<file path="config.mk">
export PLATFORM = sky130hd
export DESIGN_NAME = triggerrec_trigger_sequencer
export DESIGN_NICKNAME = d
export VERILOG_FILES = /design/src/rtl/triggerrec_trigger_sequencer.sv
export SDC_FILE = /design/constraint.sdc
export NUM_CORES = 1
export LEC_CHECK = 0
export BUFFER_PORTS_ARGS = -buffer_cell sky130_fd_sc_hd__buf_2
export CORE_ASPECT_RATIO = 1.1
export CORE_UTILIZATION = 56
export CTS_CLUSTER_DIAMETER = 40
export DETAILED_ROUTE_END_ITERATION = 7
export PLACE_DENSITY = 0.82
export REMOVE_ABC_BUFFERS = 1
export SETUP_SLACK_MARGIN = 0.2
export SLEW_MARGIN = 25
export SYNTH_ARGS = -nofsm -noshare
export SYNTH_HDL_FRONTEND = slang
export SYNTH_SLANG_ARGS = --single-unit
</file>
<file path="constraint.sdc">
create_clock -name clk -period 8.54 [get_ports clk]
set_input_delay 0.427 -clock clk [delete_from_list [all_inputs] [get_ports clk]]
set_output_delay 0.427 -clock clk [all_outputs]
set_load 0.005 [all_outputs]
</file>
<file path="src/rtl/triggerrec_trigger_sequencer.sv">
// Replays a timestamp-ordered trigger table from BRAM onto the IO pins.
// Each entry is fetched and armed, then fired when the timestamp reaches it. Playback can optionally loop.
module triggerrec_trigger_sequencer #(
  parameter int unsigned AW   = 5,
  parameter int unsigned TS_W = 48,
  parameter int unsigned IO_W = 16
) (
  input  logic                 clk,
  input  logic                 resetn,
  input  logic                 start,
  input  logic                 stop,
  input  logic                 loop_en,
  input  logic [AW:0]          num_entries,
  input  logic [TS_W-1:0]      timestamp,
  output logic                 mem_rd_en,
  output logic [AW-1:0]        mem_rd_addr,
  input  logic [IO_W+TS_W-1:0] mem_rd_data,
  output logic [IO_W-1:0]      io_out,
  output logic                 fire,
  output logic                 busy,
  output logic                 done,
  output logic                 late,
  output logic [AW-1:0]        cur_idx
);

  localparam int unsigned CW = AW + 1;
  localparam logic [CW-1:0] MAX_CNT = CW'(1) << AW;

  typedef enum logic [2:0] {
    S_IDLE  = 3'd0,
    S_FETCH = 3'd1,
    S_WAIT  = 3'd2,
    S_ARMED = 3'd3,
    S_DONE  = 3'd4
  } state_e;

  state_e          state_q;
  logic [AW-1:0]   idx_q;
  logic [CW-1:0]   count_q;
  logic [IO_W-1:0] entry_val_q;
  logic [TS_W-1:0] entry_ts_q;
  logic            first_q;
  logic            mem_rd_en_q;
  logic [IO_W-1:0] io_out_q;
  logic            fire_q;
  logic            busy_q;
  logic            done_q;
  logic            late_q;

  logic [CW-1:0] count_clamp_c;
  logic [CW-1:0] idx_inc_c;
  logic          due_c;

  // Table length is capped at the physical table depth.
  assign count_clamp_c = (num_entries > MAX_CNT) ? MAX_CNT : num_entries;
  assign idx_inc_c     = CW'(idx_q) + CW'(1);
  assign due_c         = (timestamp >= entry_ts_q);

  always_ff @(posedge clk or negedge resetn) begin
    if (!resetn) begin
      state_q     <= S_IDLE;
      idx_q       <= '0;
      count_q     <= '0;
      entry_val_q <= '0;
      entry_ts_q  <= '0;
      first_q     <= 1'b0;
      mem_rd_en_q <= 1'b0;
      io_out_q    <= '0;
      fire_q      <= 1'b0;
      busy_q      <= 1'b0;
      done_q      <= 1'b0;
      late_q      <= 1'b0;
    end else begin
      mem_rd_en_q <= 1'b0;
      fire_q      <= 1'b0;
      if (stop) begin
        // Abort wins over everything, including a coincident start or a due entry.
        state_q <= S_IDLE;
        busy_q  <= 1'b0;
        first_q <= 1'b0;
      end else begin
        case (state_q)
          S_IDLE, S_DONE: begin
            if (start) begin
              count_q <= count_clamp_c;
              idx_q   <= '0;
              late_q  <= 1'b0;
              if (count_clamp_c == '0) begin
                state_q <= S_DONE;
                done_q  <= 1'b1;
                busy_q  <= 1'b0;
              end else begin
                state_q     <= S_FETCH;
                done_q      <= 1'b0;
                busy_q      <= 1'b1;
                mem_rd_en_q <= 1'b1;
              end
            end
          end
          S_FETCH: state_q <= S_WAIT;
          S_WAIT: begin
            entry_val_q <= mem_rd_data[IO_W+TS_W-1:TS_W];
            entry_ts_q  <= mem_rd_data[TS_W-1:0];
            first_q     <= 1'b1;
            state_q     <= S_ARMED;
          end
          S_ARMED: begin
            first_q <= 1'b0;
            if (first_q && (entry_ts_q < timestamp)) late_q <= 1'b1;
            if (due_c) begin
              io_out_q <= entry_val_q;
              fire_q   <= 1'b1;
              if (idx_inc_c < count_q) begin
                idx_q       <= idx_q + AW'(1);
                state_q     <= S_FETCH;
                mem_rd_en_q <= 1'b1;
              end else if (loop_en) begin
                idx_q       <= '0;
                state_q     <= S_FETCH;
                mem_rd_en_q <= 1'b1;
              end else begin
                state_q <= S_DONE;
                done_q  <= 1'b1;
                busy_q  <= 1'b0;
              end
            end
          end
          default: begin
            state_q <= S_IDLE;
            busy_q  <= 1'b0;
          end
        endcase
      end
    end
  end

  assign mem_rd_en   = mem_rd_en_q;
  assign mem_rd_addr = idx_q;
  assign io_out      = io_out_q;
  assign fire        = fire_q;
  assign busy        = busy_q;
  assign done        = done_q;
  assign late        = late_q;
  assign cur_idx     = idx_q;

endmodule
</file>
# Word-level counts from Yosys, hierarchy flattened
# Index checks and enable logic that the tools add are counted.
totals:
  reg_bits: 100
  latchBits: 0
  mem_bits_rw: 0
  mem_bits_ro: 0
  input_bits: 123
  out_inout_bits: 31
  elab_cells: 89
  memories: 0
classes:
  n_addsub: 2
  multipliers: 0
  div: 0
  magnitude_cmp: 4
  eq_ne: 15
  shift: 0
  muxes: 40
  bitwise_logic: 1
  reduce_logical: 15
ops:
  columns: ["cell", "n"]
  rows:
  - ["$ge 48x48->1", 1]
  - ["$lt 48x48->1", 1]
  - ["$mux 1", 22]
  - ["$mux 5", 4]
  - ["$mux 3", 6]
  - ["$ne 3x3->1 const B", 5]
  - ["$pmux 3 s4", 1]
  - ["$ne 2x2->1 const B", 5]
  - ["$pmux 5 s2", 1]
  - ["$reduce_and 5->1", 2]
  - ["$pmux 1 s2", 4]
  - ["$add 5x1->6 const B", 1]
  - ["$eq 3x2->1 const B", 2]
  - ["$gt 6x6->1 const B", 1]
  - ["$logic_not 6->1", 1]
  - ["$lt 6x6->1", 1]
  - ["$mux 6", 1]
  - ["$reduce_and 3->1", 2]
  - ["$reduce_and 6->1", 1]
  - ["$add 5x1->5 const B", 1]
  - ["$reduce_and 2->1", 2]
  - ["$reduce_and 4->1", 1]
  - ["$reduce_or 2->1", 2]
  - ["$eq 3x1->1 const B", 1]
  - ["8 further kinds", 8]

# Longest topological paths before layout
depth:
  ltp_word: 7
  mapped_depth: 11
  mapped_depth_nobuf: 11

# Worst setup path before layout
# Ideal clock, no wire load.
synth_path:
  kind: "in2reg"
  startpoint: "in timestamp[7]"
  endpoint: "reg idx_q[0] (netlist: cur_idx[0])"
  setup_time_ps: 125
  arrival_ps: 2694
  t_required_ps: 8415
  slack_ps: 5721
  stages: 10
  n_path_buf: 0
  cell_sequence: "inv_1 -> ha_1 -> a21oi_1 -> o21ai_0 -> a211o_1 -> a2111o_1 -> a32oi_2 -> nand3_4 -> o21ai_2 -> mux2_2"
synth_between:
  elab_chain_cells: 3
synth_rtl:
  columns: ["item", "line", "rtl"]
  rows:
  - ["start, declared", "14", "input logic [TS_W-1:0] timestamp,"]
  - ["$ge 48x48->1", "57", "assign due_c = (timestamp >= entry_ts_q);"]
  - ["$ne 2x2->1 (no source line)", null, null]
  - ["$reduce_and 5->1 (no source line)", null, null]
  - ["end signal, assigned", "114", "idx_q <= idx_q + AW'(1);"]
  - ["end, declared", "38", "logic [AW-1:0] idx_q;"]
# No other way between the ends.
# A chain may end at the register's enable or synchronous reset.

# Final worst setup path
layout_path:
  startpoint: "reg entry_ts_q[46]"
  endpoint: "reg idx_q[2] (netlist: cur_idx[2])"
layout_between:
  elab_chain_cells: 3
layout_rtl:
  columns: ["item", "line", "rtl"]
  rows:
  - ["start, declared", "41", "logic [TS_W-1:0] entry_ts_q;"]
  - ["start signal, assigned", "103", "entry_ts_q <= mem_rd_data[TS_W-1:0];"]
  - ["$ge 48x48->1", "57", null]
  - ["$ne 2x2->1 (no source line)", null, null]
  - ["$reduce_and 5->1 (no source line)", null, null]
# No other way between the ends.

==> flow_summary_export.csv <==
group,metric,value,unit
clocking,cts_setup_buffers,0,
final_layout,final_nets,794,
clocking,cts-root-buf,"clkbuf_8",
sta,fmax,0.292,GHz
critical_path,worstSetupEndpointType,"register",
global_routing,grt.total_usage,25.3,%
place,gp_congestion,0.801,
final_layout,drive_above_1_share,41.6,%
final_layout,diodes,0,
die,num_rows,37,
die,core,9310,um2
critical_path,crit_type,"register to register",
final_layout,area_growth,20.1,%
clocking,cts_made_buffers,9,
sta,hold_violations,0,
detailed_routing,initialDrtViolationCount,194,
run,drv_cap,0,
synth,syn_area,5340,um2
synth,synth.top_cell.area_share,46.9,%
synth,synth_top_cells_by_count,"dfrtp_1 (100), mux2_2 (82), inv_1 (58)",
synth,ys_ff_latch,100,
power,seq_power_share,46.2,%
critical_path,crit_path_start_kind,"register",
synth,synth_area_leader_cell,"dfrtp_1",
clocking,clkSinkCount,100,
power,intPower,1.11,mW
detailed_routing,ant_nets,0,
global_routing,grt_first_pass_wirelength,19400,um
detailed_routing,first_pass_iters,4,
power,pwr-share-clk,19.2,%
global_routing,grt_pass1_vias,4313,
power,p_leak,3.32,nW
global_routing,grt_max_degree,78,
detailed_routing,drc,0,
detailed_routing,route.vias.total,4036,
sta,worst_slew_margin_rel,44.5,%
power,sw_frac_of_total,33.0,%
synth,synth-edff-count,0,
worst_hold_path,min_path_type,"input pin to register",
power,ir_drop,0.174,mV
die,ios,154,
place,dp_cells,722,
detailed_routing,drt_wl_total,11600,um
clocking,cts.repair.resized,0,
sta,grt_setup_unrepaired,"false",
synth,synthMostInstantiatedCell,"dfrtp_1",
power,combPwrFrac,34.5,%
sta,fin_tns_setup,0,ps
synth,ys.flop_type,"dfrtp_1",
sta,layout_min_cycle_time,3420,ps
clocking,cts_tree,"yes",
synth,ys_seq_area_share,46.9,%
synth,syn_avg_cell_area,11.5,um2
synth,async_reset_ff_share,100,%
sta,timing.final.crit_share,40.0,%
clocking,path_clk_slew,100,ps
final_layout,instances_no_fill,739,
detailed_routing,wl_per_cell,15.7,um
sta,maxSlewViolCount,0,
final_layout,multiInputGateArea,2540,um2
sta,setup_viol,0,
clocking,clk_latency,380,ps
global_routing,gr-total-overflow,0,
synth,ys_types,46,
power,power_switching,0.548,mW
sta,worstMarginPinSlew,832,ps
final_layout,regArea,2500,um2
clocking,cts_buffer_depth,2,
critical_path,crit_required,8780,ps
critical_path,reg2regPathDepth,9,
critical_path,cp_max_fo,19,
die,initial_utilization,57.4,%
final_layout,nFillCells,720,
synth,yosys_warnings,0,
global_routing,antenna_found_initial,0,
die,die_area,9930,um2
place,place_hpwl,8740,um
run_status,run_status,"finished clean",
sta,finClkSkew,9.41,ps
power,pwr_density_cell,259,nW/um2
critical_path,cp_data_arrival_time,3660,ps
die,die_h,104,um
clocking,cts.htree.levels,3,
worst_hold_path,hold_depth,2,
detailed_routing,via_per_inst,5.46,
synth,synthCells,466,
synth,synthTopCellsByArea,"dfrtp_1 (47%), mux2_2 (17%), ha_1 (13%), inv_1 (4.1%), a21oi_1 (2.0%)",
die,die-width,95.1,um
place,portBuffers,153,
[kinds of logic (layout without fill, tap and decap cells)]
family | count (synthesis) | in the layout | share of synthesized area (%)
xor+xnor | 3 | 3 | 0.492
simple gates | 84 | 84 | 8.23
fa+ha+maj | 54 | 54 | 12.7
mux | 82 | 82 | 17.3
buf+inv | 74 | 230 | 5.58
compound gates | 69 | 69 | 8.88
flops | 100 | 100 | 46.9
[metrics by stage]
stage / hold slack [ps] / area [um2] / power, mW / worst slack, ps / util [%]
after global routing: 266 / 6410 / 1.79 / 4970 / 68.9
after global placement: 329 / 6190 / 1.30 / 5300 / 66.6
final: 269 / 6410 / 1.66 / 5120 / 68.9
after floorplan: 131 / 5260 / 1.15 / 2880 / -
after CTS: 257 / 6410 / 1.67 / 5260 / 68.9
after detailed placement: 342 / 6190 / 1.35 / 5120 / 66.6
[state kept, by name (all words and copies together) (netlist names)]
name	count
io_out	16
fire	1
first_q	1
cur_idx	5
done	1
count_q	6
entry_ts_q	48
entry_val_q	16
late	1
mem_rd_en	1
busy	1
state_q	3
[power by group through the flow]
stage / logic [mW] / clock network (mW) / registers [mW]
3_5_place_dp: 0.574 / 0 / 0.778
3_3_place_gp: 0.534 / 0 / 0.763
5_1_grt: 0.652 / 0.344 / 0.792
6_report: 0.574 / 0.320 / 0.768
4_1_cts: 0.580 / 0.325 / 0.770
2_1_floorplan: 0.403 / 0 / 0.749
[cell usage in the layout, fill, tap and decap left out, types with 2 or more instances in the layout]
cell type    n
dfrtp_1    100
a211oi_1     2
nand3b_1     6
xnor2_1      2
o21ai_0     13
nor3_1       3
inv_1       58
ha_1        54
buf_4        2
nor2_1      17
and2_1       2
nor2b_1      5
a21oi_1     21
clkbuf_8     9
and3_1       3
a21boi_0     2
nand2_1     19
clkinv_4     2
o41ai_1      2
nand4_1     13
o211ai_1     4
a2111oi_0    3
o21a_1       3
nand3_1      8
a2111o_1     2
buf_2      152
nand2b_1     2
a221oi_1     3
inv_6        2
nor4_1       3
mux2_2      82
[final timing paths]
check                          startpoint             end  slack (ps)
max reg2reg                entry_ts_q[46]      cur_idx[2]        5120
max                        entry_ts_q[46]      cur_idx[2]        5120
max in group asynchronous          resetn  entry_ts_q[45]        7070
min                        mem_rd_data[8]   entry_ts_q[8]         270
min in group asynchronous          resetn      cur_idx[0]         480
min reg2reg                    count_q[0]      count_q[0]         500
[routing by layer]
layer | vias up | global-route usage, % | share of wire [%]
met5 | - | 0 | 0
met4 | 0 | 10.3 | 2.6
met3 | 26 | 5.77 | 5.2
met2 | 117 | 44.2 | 52
met1 | 1947 | 29.3 | 41
li1 | 1946 | - | -
[layout make-up]
| cell class | count | area share, % |
|---|---|---|
| clock buffers | 9 | 1.93 |
| clock inverters | 7 | 1.27 |
| inverters | 58 | 3.40 |
| multi-input cells | 292 | 39.7 |
| flip-flops and latches | 100 | 39.0 |
| well taps | 117 | 2.28 |
| repair buffers | 156 | 12.4 |
[repair_timing]
action	in CTS	in global routing
hold endpoints to repair	23	0
hold buffers	1	0
endpoints found under the setup margin	0	0
[worst max-delay path, stage by stage (launching register included)]
cell and delay [ps]:
dfrtp_1 400, ha_1 310, nand4_1 180, nor4_1 540
nand4_1 260, nor2b_1 210, a32oi_2 310, nand3_4 320
o21a_1 300, o41ai_1 430
Note: power is estimated with default switching activity, not from simulation.
